[config.mk]
export PLATFORM = sky130hd
export DESIGN_NAME = core_ex_alu_seq
export DESIGN_NICKNAME = d
export VERILOG_FILES = /design/src/rtl/core_ex_pkg.sv /design/src/rtl/core_ex_out_slot.sv /design/src/rtl/core_ex_alu_seq.sv
export SDC_FILE = /design/constraint.sdc
export NUM_CORES = 1
export LEC_CHECK = 0
export BUFFER_PORTS_ARGS = -buffer_cell sky130_fd_sc_hd__buf_4
export CAP_MARGIN = 10
export CORE_MARGIN = 3
export CORE_UTILIZATION = 45
export DETAILED_ROUTE_END_ITERATION = 16
export GPL_TIMING_DRIVEN = 1
export PLACE_DENSITY = 0.76
export RECOVER_POWER = 50
export REMOVE_ABC_BUFFERS = 1
export SLEW_MARGIN = 30
export SYNTH_ARGS = -nofsm -noshare
export SYNTH_HDL_FRONTEND = slang
export SYNTH_SLANG_ARGS = --single-unit
[constraint.sdc]
create_clock -name clk -period 1.9 [get_ports clk]
set_input_delay 0.285 -clock clk [delete_from_list [all_inputs] [get_ports clk]]
set_output_delay 0.285 -clock clk [all_outputs]
set_load 0.01 [all_outputs]
[src/rtl/core_ex_pkg.sv]
// Shared types and ALU opcode encodings for the EX stage.
package core_ex_pkg;

  localparam int OP_W       = 5;
  localparam int REQ_DATA_W = 32;
  localparam int REQ_RD_W   = 5;

  localparam logic [OP_W-1:0] ALU_ADD = 5'd0;
  localparam logic [OP_W-1:0] ALU_SUB = 5'd1;
  localparam logic [OP_W-1:0] ALU_AND = 5'd2;
  localparam logic [OP_W-1:0] ALU_OR  = 5'd3;
  localparam logic [OP_W-1:0] ALU_XOR = 5'd4;
  localparam logic [OP_W-1:0] ALU_SLL = 5'd5;
  localparam logic [OP_W-1:0] ALU_SRL = 5'd6;
  localparam logic [OP_W-1:0] ALU_SLT = 5'd7;

  typedef struct packed {
    logic [OP_W-1:0]       op;
    logic [REQ_DATA_W-1:0] in1;
    logic [REQ_DATA_W-1:0] in2;
    logic [REQ_RD_W-1:0]   rd;
    logic                  reg_write;
  } ex_req_t;

  typedef enum logic [1:0] {
    IDLE,
    EXEC,
    HOLD
  } seq_state_e;

endpackage

[src/rtl/core_ex_out_slot.sv]
// EX/MEM output slot: a single valid/ready register whose contents stay put
// until MEM consumes them.
module core_ex_out_slot
  import core_ex_pkg::*;
#(
  parameter int DATA_W = 32,
  parameter int RD_W   = 5
) (
  input  logic              clk,
  input  logic              rest,
  input  logic              load,
  input  logic [DATA_W-1:0] load_result,
  input  logic [RD_W-1:0]   load_rd,
  input  logic              load_reg_write,
  input  logic              em_ready,
  output logic              em_valid,
  output logic [DATA_W-1:0] em_result,
  output logic [RD_W-1:0]   em_rd,
  output logic              em_reg_write
);

  // A refill in the same cycle as a consume keeps the slot full.
  always_ff @(posedge clk or negedge rest) begin
    if (!rest) begin
      em_valid     <= 1'b0;
      em_result    <= '0;
      em_rd        <= '0;
      em_reg_write <= 1'b0;
    end else if (load) begin
      em_valid     <= 1'b1;
      em_result    <= load_result;
      em_rd        <= load_rd;
      em_reg_write <= load_reg_write;
    end else if (em_ready) begin
      em_valid     <= 1'b0;
    end
  end

endmodule

[src/rtl/core_ex_alu_seq.sv]
// EX-stage sequencer between ID/EX and the shared multi-cycle ALU.
// Define CORE_EX_ALU_SEQ_PERF_EN to add stall/hold performance counters.
module core_ex_alu_seq #(
  parameter int OP_W   = 5,
  parameter int DATA_W = 32,
  parameter int RD_W   = 5
) (
  input  logic              clk,
  input  logic              rest,
  input  logic              flush_en,
  input  logic              de_valid,
  output logic              de_ready,
  input  logic [OP_W-1:0]   de_alu_op,
  input  logic [DATA_W-1:0] de_in1,
  input  logic [DATA_W-1:0] de_in2,
  input  logic [RD_W-1:0]   de_rd,
  input  logic              de_reg_write,
  output logic [OP_W-1:0]   alu_op,
  output logic              alu_op_valid,
  input  logic              alu_op_ready,
  output logic [DATA_W-1:0] alu_in1,
  output logic [DATA_W-1:0] alu_in2,
  input  logic [DATA_W-1:0] alu_out,
  output logic              alu_op_kill,
  output logic              em_valid,
  input  logic              em_ready,
  output logic [DATA_W-1:0] em_result,
  output logic [RD_W-1:0]   em_rd,
  output logic              em_reg_write,
`ifdef CORE_EX_ALU_SEQ_PERF_EN
  output logic [31:0]       perf_stall_cnt,
  output logic [31:0]       perf_hold_cnt,
`endif
  output logic              busy
);

  import core_ex_pkg::*;

  seq_state_e        state_q, state_d;
  logic [OP_W-1:0]   op_q;
  logic [DATA_W-1:0] in1_q, in2_q, res_q;
  logic [RD_W-1:0]   rd_q;
  logic              wr_q;

  logic              slot_free;
  logic              op_load, op_clear, res_load, em_load;
  logic [DATA_W-1:0] em_load_result;

  assign slot_free = !em_valid || em_ready;
  assign alu_op    = op_q;
  assign alu_in1   = in1_q;
  assign alu_in2   = in2_q;
  assign busy      = (state_q != IDLE);

  always_ff @(posedge clk or negedge rest) begin
    if (!rest) state_q <= IDLE;
    else       state_q <= state_d;
  end

  // Flush outranks everything, including an ALU completion in the same cycle.
  always_comb begin
    state_d        = state_q;
    de_ready       = 1'b0;
    alu_op_valid   = 1'b0;
    alu_op_kill    = 1'b0;
    op_load        = 1'b0;
    op_clear       = 1'b0;
    res_load       = 1'b0;
    em_load        = 1'b0;
    em_load_result = alu_out;
    case (state_q)
      IDLE: begin
        if (flush_en) begin
          op_clear = 1'b1;
        end else begin
          de_ready = 1'b1;
          if (de_valid) begin
            op_load = 1'b1;
            state_d = EXEC;
          end
        end
      end
      EXEC: begin
        alu_op_valid = 1'b1;
        if (flush_en) begin
          alu_op_kill = 1'b1;
          op_clear    = 1'b1;
          state_d     = IDLE;
        end else if (alu_op_ready && slot_free) begin
          em_load  = 1'b1;
          de_ready = 1'b1;
          if (de_valid) op_load = 1'b1;
          else          state_d = IDLE;
        end else if (alu_op_ready) begin
          res_load = 1'b1;
          state_d  = HOLD;
        end
      end
      HOLD: begin
        if (flush_en) begin
          op_clear = 1'b1;
          state_d  = IDLE;
        end else if (em_ready) begin
          em_load        = 1'b1;
          em_load_result = res_q;
          state_d        = IDLE;
        end
      end
      default: state_d = IDLE;
    endcase
  end

  always_ff @(posedge clk or negedge rest) begin
    if (!rest) begin
      op_q  <= '0;
      in1_q <= '0;
      in2_q <= '0;
      rd_q  <= '0;
      wr_q  <= 1'b0;
      res_q <= '0;
    end else begin
      if (op_clear) begin
        op_q  <= '0;
        in1_q <= '0;
        in2_q <= '0;
        rd_q  <= '0;
        wr_q  <= 1'b0;
      end else if (op_load) begin
        op_q  <= de_alu_op;
        in1_q <= de_in1;
        in2_q <= de_in2;
        rd_q  <= de_rd;
        wr_q  <= de_reg_write;
      end
      if (op_clear)      res_q <= '0;
      else if (res_load) res_q <= alu_out;
    end
  end

  core_ex_out_slot #(
    .DATA_W (DATA_W),
    .RD_W   (RD_W)
  ) u_out_slot (
    .clk            (clk),
    .rest           (rest),
    .load           (em_load),
    .load_result    (em_load_result),
    .load_rd        (rd_q),
    .load_reg_write (wr_q),
    .em_ready       (em_ready),
    .em_valid       (em_valid),
    .em_result      (em_result),
    .em_rd          (em_rd),
    .em_reg_write   (em_reg_write)
  );

`ifdef CORE_EX_ALU_SEQ_PERF_EN
  always_ff @(posedge clk or negedge rest) begin
    if (!rest) begin
      perf_stall_cnt <= '0;
      perf_hold_cnt  <= '0;
    end else begin
      if (state_q == EXEC && !alu_op_ready) perf_stall_cnt <= perf_stall_cnt + 32'd1;
      if (state_q == HOLD)                  perf_hold_cnt  <= perf_hold_cnt + 32'd1;
    end
  end
`endif

endmodule

==> flow_summary.rst <==
.. list-table::
   :header-rows: 1

   * - Metric
     - Value
   * - Vias per Instance
     - 4.87
   * - Final routed DRC violation total
     - 0
   * - Count of endpoints failing hold in the final timing report
     - 0
   * - Tightest Pin Transition
     - 1080 ps
   * - DRT iter0 DRCs
     - 219
   * - Dpl hpwl
     - 11.3 mm
   * - Post-synth ARST share
     - 100%
   * - Max-slew violations
     - 0
   * - Combined buffer and inverter count along the critical path
     - 2
   * - Worst reg2reg path depth
     - 6
   * - Final worst clock skew
     - 6.05 ps
   * - Maximum fanout count along the critical path
     - 13
   * - Flop and latch count out of synthesis
     - 148
   * - Leading register cell type out of synthesis
     - sky130_fd_sc_hd__dfrtp_1
   * - Routed wire length per instance
     - 15.2 µm
   * - Pin count of the biggest net entering global routing
     - 61
   * - Number of top-level pins
     - 225
   * - Area of the die
     - 16000 µm²
   * - Diodes inserted
     - 0
   * - Power Internal
     - 7.30 mW
   * - Netlist Area Pre-Place
     - 6540 µm²
   * - Combinational Power Share
     - 25.8%
   * - Initial cell density of the core
     - 46.6%
   * - Clock latency at the later pin of the worst-skew pair
     - 420 ps
   * - Max VDD drop
     - 0.000616 V
   * - Overall die width
     - 127 µm
   * - Total leakage power
     - 4.76 nW
   * - Biggest area contributors in the synthesized netlist
     - sky130_fd_sc_hd__dfrtp_1, sky130_fd_sc_hd__mux2i_1, sky130_fd_sc_hd__nand2_1, sky130_fd_sc_hd__inv_1, sky130_fd_sc_hd__a21oi_1
   * - Total number of nets in the final design
     - 992
   * - Critical Path RT
     - 2200 ps
   * - Count of clock tree sinks
     - 148
   * - Residual overflow from global routing
     - 0
   * - Crit path capture type
     - register
   * - Proportion of netlist area held by the largest area contributor
     - 56.6%
   * - Total power consumption of the routed design
     - 10.3 mW
   * - Part of the power in registers
     - 40.6%
   * - Overall via count from detail_route
     - 5194
   * - Classification of the worst-slack hold path
     - input port to register
   * - Share of the clock period used by the worst path
     - 97.5%
   * - Power per unit of standard cell area
     - 1140 nW/µm²
   * - Aggregate global-route resource usage
     - 20.5%
   * - # Max-Cap Violations
     - 0
   * - Clock tree from TritonCTS
     - done
   * - Number of global-route vias before repair
     - 5305
   * - Core area
     - 14000 µm²
   * - Row count
     - 43
   * - Portion of the post-synthesis area used by sequential elements
     - 56.6%
   * - Post-route minimum period
     - 1850 ps
   * - Share of cells above drive strength 1
     - 27.1%
   * - Die Span Y
     - 127 µm
   * - Hold Path Stages
     - 3
   * - Distinct cell type count after synthesis
     - 28
   * - Final weighted congestion in routability-driven placement
     - 0.827
   * - TritonCTS Buffers
     - 17
   * - Largest area contributor in the synthesized netlist
     - sky130_fd_sc_hd__dfrtp_1
   * - Most used standard cell by instance count after synthesis
     - sky130_fd_sc_hd__dfrtp_1
   * - Placement Setup Slack
     - 22.9 ps
   * - Rel. slew slack
     - 28.2%
   * - Final setup fails
     - 0
   * - Initial antenna violation count
     - 0
   * - Post-route ant nets
     - 0
   * - Mean instance size in the synthesized netlist
     - 10.2 µm²
   * - Setup repair after global routing missed its margin
     - true
   * - H-Tree Depth
     - 4
   * - Final Instance Count excl. Fillers
     - 1067
   * - Area grow syn2layout
     - 38.2%
   * - Number of cells on the critical path
     - 6
   * - Cells along the critical path
     - inv_1, ha_4, a22oi_1, nor4bb_4, buf_12, mux2_2
   * - Worst Setup Path Type
     - register to register
   * - Net load switching power
     - 3.05 mW
   * - Crit path arrival time
     - 2150 ps
   * - Kind of cell adding the most delay to the critical path
     - flip-flops
   * - Clock tree root buffer cell
     - sky130_fd_sc_hd__clkbuf_16
   * - Critical Path Source Type
     - register
   * - Synth warnings
     - 0
   * - Cell total after placement
     - 1028
   * - Worst setup margin
     - 47.4 ps
   * - Synth cell count leaders
     - sky130_fd_sc_hd__dfrtp_1, sky130_fd_sc_hd__nand2_1, sky130_fd_sc_hd__mux2i_1
   * - Total length of routed wires
     - 16.3 mm
   * - Outcome
     - finished, final reports clean
   * - Clock buffer depth
     - 2
   * - Cell count after synthesis
     - 643
   * - DR pass1 iterations
     - 5
   * - Switching share of power
     - 29.5%
   * - Slowest-stage cell, CP
     - sky130_fd_sc_hd__dfrtp_1
   * - Global-route wire length before repair
     - 26.2 mm
   * - Achievable clock frequency
     - 540 MHz
   * - Number of enable flip-flop cells after synthesis
     - 0
   * - Count of port buffers added during placement
     - 224
   * - Crit path largest cell delay
     - 400 ps
   * - Utilization of the core after routing
     - 64.4%
   * - Clock network fraction of total power
     - 33.6%
   * - Clock transition at path regs
     - 60 ps
[flip-flops by register name, indices dropped and copies added, names as in the netlist]
name and flops:
u_out_slot.em_result 32, rd_q 5, res_q 32, wr_q 1
u_out_slot.em_reg_write 1, alu_op 5, state_q 2, u_out_slot.em_rd 5
alu_in2 32, alu_in1 32, u_out_slot.em_valid 1
[final cells by class]
cell class | count | area (µm²)
clock inverter | 11 | 159
tap | 180 | 225
inverter | 79 | 297
sequential | 148 | 3700
timing repair buffer | 252 | 1840
fill | 1155 | 5000
multi-input combinational | 377 | 2370
clock buffer | 20 | 447
[power groups by stage]
stage	combinational [mW]	clock [mW]	sequential [mW]
6_report	2.67	3.47	4.20
2_1_floorplan	1.04	0	4.51
3_5_place_dp	2.90	0	4.25
3_3_place_gp	2.83	0	4.25
4_1_cts	2.95	3.53	4.22
5_1_grt	2.93	3.68	4.29
[kinds of logic after synthesis]
group / after synthesis / share of synthesized area [%]
AO/OA/AOI/OAI: 72 / 5.74
buffers and inverters: 118 / 8.11
flip-flops: 148 / 56.6
AND/OR/NAND/NOR: 188 / 11.4
multiplexers: 113 / 17.4
adder cells (fa/ha/maj): 4 / 0.765
[worst min-delay path, cell delays in order]
cell and delay [ps]:
sky130_fd_sc_hd__buf_4 80, sky130_fd_sc_hd__nand2_1 30, sky130_fd_sc_hd__o21ai_0 60
[what timing repair did]
action / in CTS / in global routing
setup buffers: 2 / 5
gates resized for setup: 2 / 7
hold buffers: 1 / 0
pin swaps: 0 / 2
setup endpoints to repair: 1 / 33
hold endpoints to repair: 37 / 0
[layer usage]
layer	GRT usage (%)	up-vias	wire length [µm]
li1	-	2516	-
met1	25.5	2482	6860
met2	32.7	183	7670
met3	9.68	13	1630
met4	4.73	0	115
met5	0	-	0
[final timing paths]
kind,start,endpoint,slack (ps)
max in group asynchronous,rest,u_out_slot.em_result[24]$_DFFE_PN0P_,310
min reg2reg,rd_q[3]$_DFFE_PN0P_,u_out_slot.em_rd[3]$_DFFE_PN0P_,490
max,state_q[0]$_DFFE_PN0P_,u_out_slot.em_reg_write$_DFFE_PN0P_,50
max reg2reg,state_q[0]$_DFFE_PN0P_,u_out_slot.em_reg_write$_DFFE_PN0P_,50
min,alu_out[23],res_q[23]$_DFFE_PN0P_,80
min in group asynchronous,rest,res_q[30]$_DFFE_PN0P_,610
[cell usage in the layout, fill, tap and decap left out, drive strengths merged, types with 5 or more instances in the layout]
| master | synthesis | final |
|---|---|---|
| a21oi | 33 | 33 |
| buf | 27 | 195 |
| clkbuf | 12 | 76 |
| clkinv | 0 | 7 |
| dfrtp | 148 | 148 |
| inv | 79 | 79 |
| mux2 | 6 | 6 |
| mux2i | 107 | 107 |
| nand2 | 142 | 142 |
| nand2b | 5 | 5 |
| nor2 | 35 | 35 |
| o21ai | 33 | 33 |
[stage by stage]
step | setup TNS [ps] | instance area (µm²) | hold slack (ps)
finish | 0 | 9040 | 81.7
global route | -245 | 9040 | 67.0
CTS | 0 | 9190 | 64.0
detailed placement | 0 | 8540 | 226
global placement | 0 | 8540 | 229
floorplan | -567220 | 6310 | -10.6
No activity file was read; power rests on OpenSTA's default activity.
